--- src/rtl/operand_bank.sv ---
// ---------------------------------------------------------------------------
// operand_bank
//   A small bank of NREGS operand registers, each WIDTH bits wide. It is
//   written from a switch bank (sw) under control of three raw push buttons.
//   Each button passes through a 2-flop synchroniser, an optional debounce
//   filter and a rising-edge detector. Every clean press therefore produces
//   exactly one write, no matter how long the button is held.
//
//   Configuration macro: OPERAND_BANK_DEBOUNCE_EN
//     defined   : the filtered level f follows s2 only after s2 has differed
//                 from f for DB_CYCLES consecutive edges. A press is written
//                 DB_CYCLES+3 edges after it rises.
//     undefined : f = s2, no counter exists, DB_CYCLES is ignored. A press is
//                 written 3 edges after it rises.
//   The port list is the same in both builds.
//
// Ports
//   clk          in   system clock, rising edge
//   rst_n        in   asynchronous active-low reset
//   sw           in   WIDTH     load data, sampled on the write edge
//   sel          in   SELW      target register index (user holds it stable)
//   btn_load     in   1         raw button: regs[sel] <= sw
//   btn_clr      in   1         raw button: regs[sel] <= 0
//   btn_clr_all  in   1         raw button: every register <= 0
//   regs         out  NREGS*WIDTH  flat view, regs[i] at [i*WIDTH +: WIDTH]
//   cur          out  WIDTH     regs[sel], or 0 when sel >= NREGS
//   upd          out  1         one-cycle strobe in the cycle after a write
// ---------------------------------------------------------------------------
module operand_bank #(
    parameter int WIDTH     = 4,
    parameter int NREGS     = 2,
    parameter int DB_CYCLES = 16,
    localparam int SELW     = $clog2(NREGS)
) (
    input  logic                   clk,
    input  logic                   rst_n,
    input  logic [WIDTH-1:0]       sw,
    input  logic [SELW-1:0]        sel,
    input  logic                   btn_load,
    input  logic                   btn_clr,
    input  logic                   btn_clr_all,
    output logic [NREGS*WIDTH-1:0] regs,
    output logic [WIDTH-1:0]       cur,
    output logic                   upd
);

    // Bit positions of the three buttons inside the per-button vectors.
    localparam int BTN_LOAD    = 0;
    localparam int BTN_CLR     = 1;
    localparam int BTN_CLR_ALL = 2;
    localparam int NBTN        = 3;

    // Elaboration-time range checks on the parameters.
    if (NREGS < 2 || NREGS > 16) begin : g_bad_nregs
        $error("operand_bank: NREGS must be in 2..16");
    end
    if (DB_CYCLES < 2 || DB_CYCLES > 65535) begin : g_bad_db_cycles
        $error("operand_bank: DB_CYCLES must be in 2..65535");
    end

    logic [NBTN-1:0]  w_btn;
    logic [NBTN-1:0]  r_s1;
    logic [NBTN-1:0]  r_s2;
    logic [NBTN-1:0]  w_f;
    logic [NBTN-1:0]  r_f_d;
    logic [NBTN-1:0]  w_press;
    logic [WIDTH-1:0] r_regs [NREGS];
    logic             r_upd;

    assign w_btn = {btn_clr_all, btn_clr, btn_load};

    // Two-flop synchronisers, one per button.
    // NOTE: sequential state uses non-blocking (<=) so every flop samples the
    // pre-edge value of its source; blocking here would collapse s1/s2 into one.
    always_ff @(posedge clk or negedge rst_n) begin
        if (!rst_n) begin
            r_s1 <= '0;
            r_s2 <= '0;
        end else begin
            r_s1 <= w_btn;
            r_s2 <= r_s1;
        end
    end

`ifdef OPERAND_BANK_DEBOUNCE_EN
    localparam logic [15:0] DB_LAST = 16'(DB_CYCLES - 1);

    logic [NBTN-1:0] r_f;
    logic [15:0]     r_cnt [NBTN];

    // The counter runs only while s2 disagrees with f. On the edge where it
    // already holds DB_CYCLES-1, that is the DB_CYCLES-th consecutive
    // disagreeing edge, so f flips and the count restarts.
    always_ff @(posedge clk or negedge rst_n) begin
        if (!rst_n) begin
            r_f <= '0;
            for (int b = 0; b < NBTN; b++) begin
                r_cnt[b] <= '0;
            end
        end else begin
            for (int b = 0; b < NBTN; b++) begin
                if (r_s2[b] == r_f[b]) begin
                    r_cnt[b] <= '0;
                end else if (r_cnt[b] == DB_LAST) begin
                    r_f[b]   <= ~r_f[b];
                    r_cnt[b] <= '0;
                end else begin
                    r_cnt[b] <= r_cnt[b] + 16'd1;
                end
            end
        end
    end

    assign w_f = r_f;
`else
    assign w_f = r_s2;
`endif

    // Rising-edge detect on the filtered level: one press per rise of f.
    always_ff @(posedge clk or negedge rst_n) begin
        if (!rst_n) begin
            r_f_d <= '0;
        end else begin
            r_f_d <= w_f;
        end
    end

    assign w_press = w_f & ~r_f_d;

    // Register bank write. Clear-all beats clear, and clear beats load, so a
    // load and a clear on the same index leave that register at 0. An index
    // of NREGS or more matches no register, but the write still strobes upd.
    // NOTE: the operand registers sit in the asynchronous reset like every
    // other flop, because the bank must read 0 while rst_n is low.
    always_ff @(posedge clk or negedge rst_n) begin
        if (!rst_n) begin
            for (int i = 0; i < NREGS; i++) begin
                r_regs[i] <= '0;
            end
            r_upd <= 1'b0;
        end else begin
            r_upd <= |w_press;
            if (w_press[BTN_CLR_ALL]) begin
                for (int i = 0; i < NREGS; i++) begin
                    r_regs[i] <= '0;
                end
            end else if (w_press[BTN_CLR]) begin
                for (int i = 0; i < NREGS; i++) begin
                    if (SELW'(i) == sel) begin
                        r_regs[i] <= '0;
                    end
                end
            end else if (w_press[BTN_LOAD]) begin
                for (int i = 0; i < NREGS; i++) begin
                    if (SELW'(i) == sel) begin
                        r_regs[i] <= sw;
                    end
                end
            end
        end
    end

    // Selected-register read; an out-of-range sel matches nothing and reads 0.
    // NOTE: cur gets its default before the loop so no path leaves it
    // unassigned, which would otherwise infer a latch.
    always_comb begin
        cur = '0;
        for (int i = 0; i < NREGS; i++) begin
            if (SELW'(i) == sel) begin
                cur = r_regs[i];
            end
        end
    end

    for (genvar gi = 0; gi < NREGS; gi++) begin : g_flat
        assign regs[gi*WIDTH +: WIDTH] = r_regs[gi];
    end

    assign upd = r_upd;

endmodule

--- config.mk ---
export PLATFORM = sky130hd
export DESIGN_NAME = operand_bank
export DESIGN_NICKNAME = d
export VERILOG_FILES = /design/src/rtl/operand_bank.sv
export SDC_FILE = /design/constraint.sdc
export NUM_CORES = 1
export LEC_CHECK = 0
export ABC_AREA = 1
export BUFFER_PORTS_ARGS = -buffer_cell sky130_fd_sc_hd__buf_2
export CAP_MARGIN = 0
export CORE_UTILIZATION = 40
export DETAILED_ROUTE_END_ITERATION = 8
export GPL_ROUTABILITY_DRIVEN = 0
export GPL_TIMING_DRIVEN = 0
export PLACE_DENSITY_LB_ADDON = 0.08
export REMOVE_ABC_BUFFERS = 1
export SYNTH_ARGS = -nofsm -noshare
export SYNTH_HDL_FRONTEND = slang
export SYNTH_SLANG_ARGS = --single-unit
--- constraint.sdc ---
create_clock -name clk -period 2.35 [get_ports clk]
set_clock_uncertainty 0.1 [all_clocks]
set_input_delay 0.5875 -clock clk [delete_from_list [all_inputs] [get_ports clk]]
set_output_delay 0.5875 -clock clk [all_outputs]
set_load 0.01 [all_outputs]
==> results.toml <==
[sta]
hold_viol_final = 0
hold_slack_ns = 0.09682
tns_ns = 0
setup_viol = 0
max_clock_freq_ghz = 0.5746
rsz0062_at_grt = "no"
fin_crit_sh = 0.7406
worst_slew_pin_slew_ns = 0.3836
setup_ws_ns = 0.6096
drv_slew = 0
relSlewSlack = 0.7442
fin_crit_ns = 1.740

[synthesis]
yosysSeqAreaShare = 0.6283
synthMostInstantiatedCell = "nand2_1"
yosysTopAreaCell = "dfrtp_1"
synth_edf_count = 0
synthArstFlopShare = 1.000
yosysWarningCount = 0
synth_cells = 76
synth.avg_cell_area_um2 = 9.433
synth_top_cell_area_share = 0.6283
synth_commonest_cells = "nand2_1 (36), dfrtp_1 (18), nand3_1 (8)"
syn_area_um2 = 716.9
synth_area_leaders = "dfrtp_1 (63%), nand2_1 (19%), nand3_1 (5.6%)"
synth_flop_cell = "dfrtp_1"
yosys_register_bits = 18
yosysUniqueCellTypes = 10

[clock_network]
numCtsBuffers = 3
cts_sinks = 18
worstSkewPairLatency_ns = 0.29
cts_setup_buffers = 0
cts-root-buf = "clkbuf_4"
htree_levels = 1
cts_tree = "done"
holdBufCountCts = 0
cts_max_path_buffers = 2
cts_resized = 0
path_clk_slew_ns = 0.10

[pwr]
max-vdd-ir-drop_mv = 0.4748
power.density_mw_per_mm2 = 751.1
leakagePower_nw = 0.5225
total_power_w = 0.0006626

[setup_path]
worst_setup_path_start_kind = "primary input"
critPathMaxStageDelay_ns = 0.14
cp_top_family = "buffers and inverters"
crit_fanout = 6
worstPathArrival_ns = 1.05
rr_worst_depth = 6
crit_slowest_cell = "buf_2"
critPathLaunch = "sel"
reg2reg_from = "r_f_d[2]"
crit_required_ns = 1.66
r2r_end = "regs[4]"
crit_buf_inv = 3
path_class = "in -> out"
ff2ff_setup_slack_ns = 1.18
crit_chain = "buf_2, inv_2, nand2_1, nand2_1, buf_2"
endpoint_kind = "output port"

[global_route]
gr-usage-all-layers = 0.1578
antenna_found_initial = 0
grt_pass1_wl_mm = 2.139
grt_pass1_vias = 479
grt_max_degree = 19
grt_overflow = 0

[floorplanning]
io_pins = 23
core-area_mm2 = 0.001594
fp-row-count = 14
design.die.area_mm2 = 0.001966
fp.dieW_um = 44.34
initial_utilization = 0.4498
die_h_um = 44.34

[cells_and_area]
drive_gt1_frac = 0.3069
area_delta_synth_final_pct = 23.04
diodes = 0
final_core_util = 0.5534
fillerInstances = 148
nets = 112

[detailed_routing]
wire_per_inst_um = 10.06
via_count = 551
wl_mm = 1.258
drtPass1Iterations = 4
detail-route-antenna-nets = 0
drc = 0
drtIter0Drc = 7
via_per_inst = 4.408

[placement]
place_ws_ns = 0.6036
dp_hpwl_um = 943.5
port_buffers = 22

[min_path]
hp-class = "in -> async"

[outcome]
status = "finished clean"

[run]
cap_violations = 0
placed cells by master, fill, tap and decap left out:
master	instances
inv_2	1
nand3_4	1
nand2_2	1
clkbuf_8	1
nand2_4	2
dfrtp_1	18
nand2_1	36
nand3_1	8
nor2_1	4
buf_2	22
clkbuf_4	3
inv_1	4
cell type report:
cell class              count  area [µm²]  share of cell area
clock buffers               4       36.28             0.04113
inverters                   5       18.77             0.02128
multi-input cells          52       236.5              0.2681
flip-flops and latches     18       450.4              0.5106
well taps                  24       30.03             0.03404
repair buffers             22       110.1              0.1248
sequential cells by signal (all words and copies together) (netlist names):
| signal | count |
|---|---|
| upd | 1 |
| r_f_d | 3 |
| r_s1 | 3 |
| r_s2 | 3 |
| regs | 8 |
report_power, final:
| part | total, W | internal [W] | switching, W | leakage, nW |
|---|---|---|---|---|
| sequential | 0.000357 | 0.000338 | 0.0000189 | 0.220 |
| clock | 0.000188 | 0.0000944 | 0.0000938 | 0.0210 |
| combinational | 0.000117 | 0.0000460 | 0.0000712 | 0.282 |
| total | 0.000663 | 0.000479 | 0.000184 | 0.523 |
per-layer routing:
metal  global-route usage  wire length (µm)
met3              0.04898                63
met1               0.2133               652
met5                    0                 0
met2               0.2147               508
met4               0.1091                33
worst max-delay path by stage:
stage / to / slack [ns] / cells after the start
2_1_floorplan: cur[0] / 0.87 / 3
3_3_place_gp: cur[0] / 0.61 / 5
3_5_place_dp: cur[2] / 0.60 / 5
4_1_cts: cur[2] / 0.60 / 5
5_1_grt: cur[0] / 0.53 / 5
6_report: cur[2] / 0.61 / 5
cells by family after synthesis:
kind of cell  Yosys count  share of synthesized area
flops                  18                     0.6283
buf+inv                 6                    0.04187
simple gates           52                     0.3298
stage by stage:
| step | cell area [µm²] | cells |
|---|---|---|
| after floorplan | 705.7 | 75 |
| after global placement | 845.8 | 121 |
| after detailed placement | 845.8 | 121 |
| after CTS | 882.1 | 125 |
| after global routing | 882.1 | 125 |
| final | 882.1 | 125 |
Power figures use the tool's default switching activity.
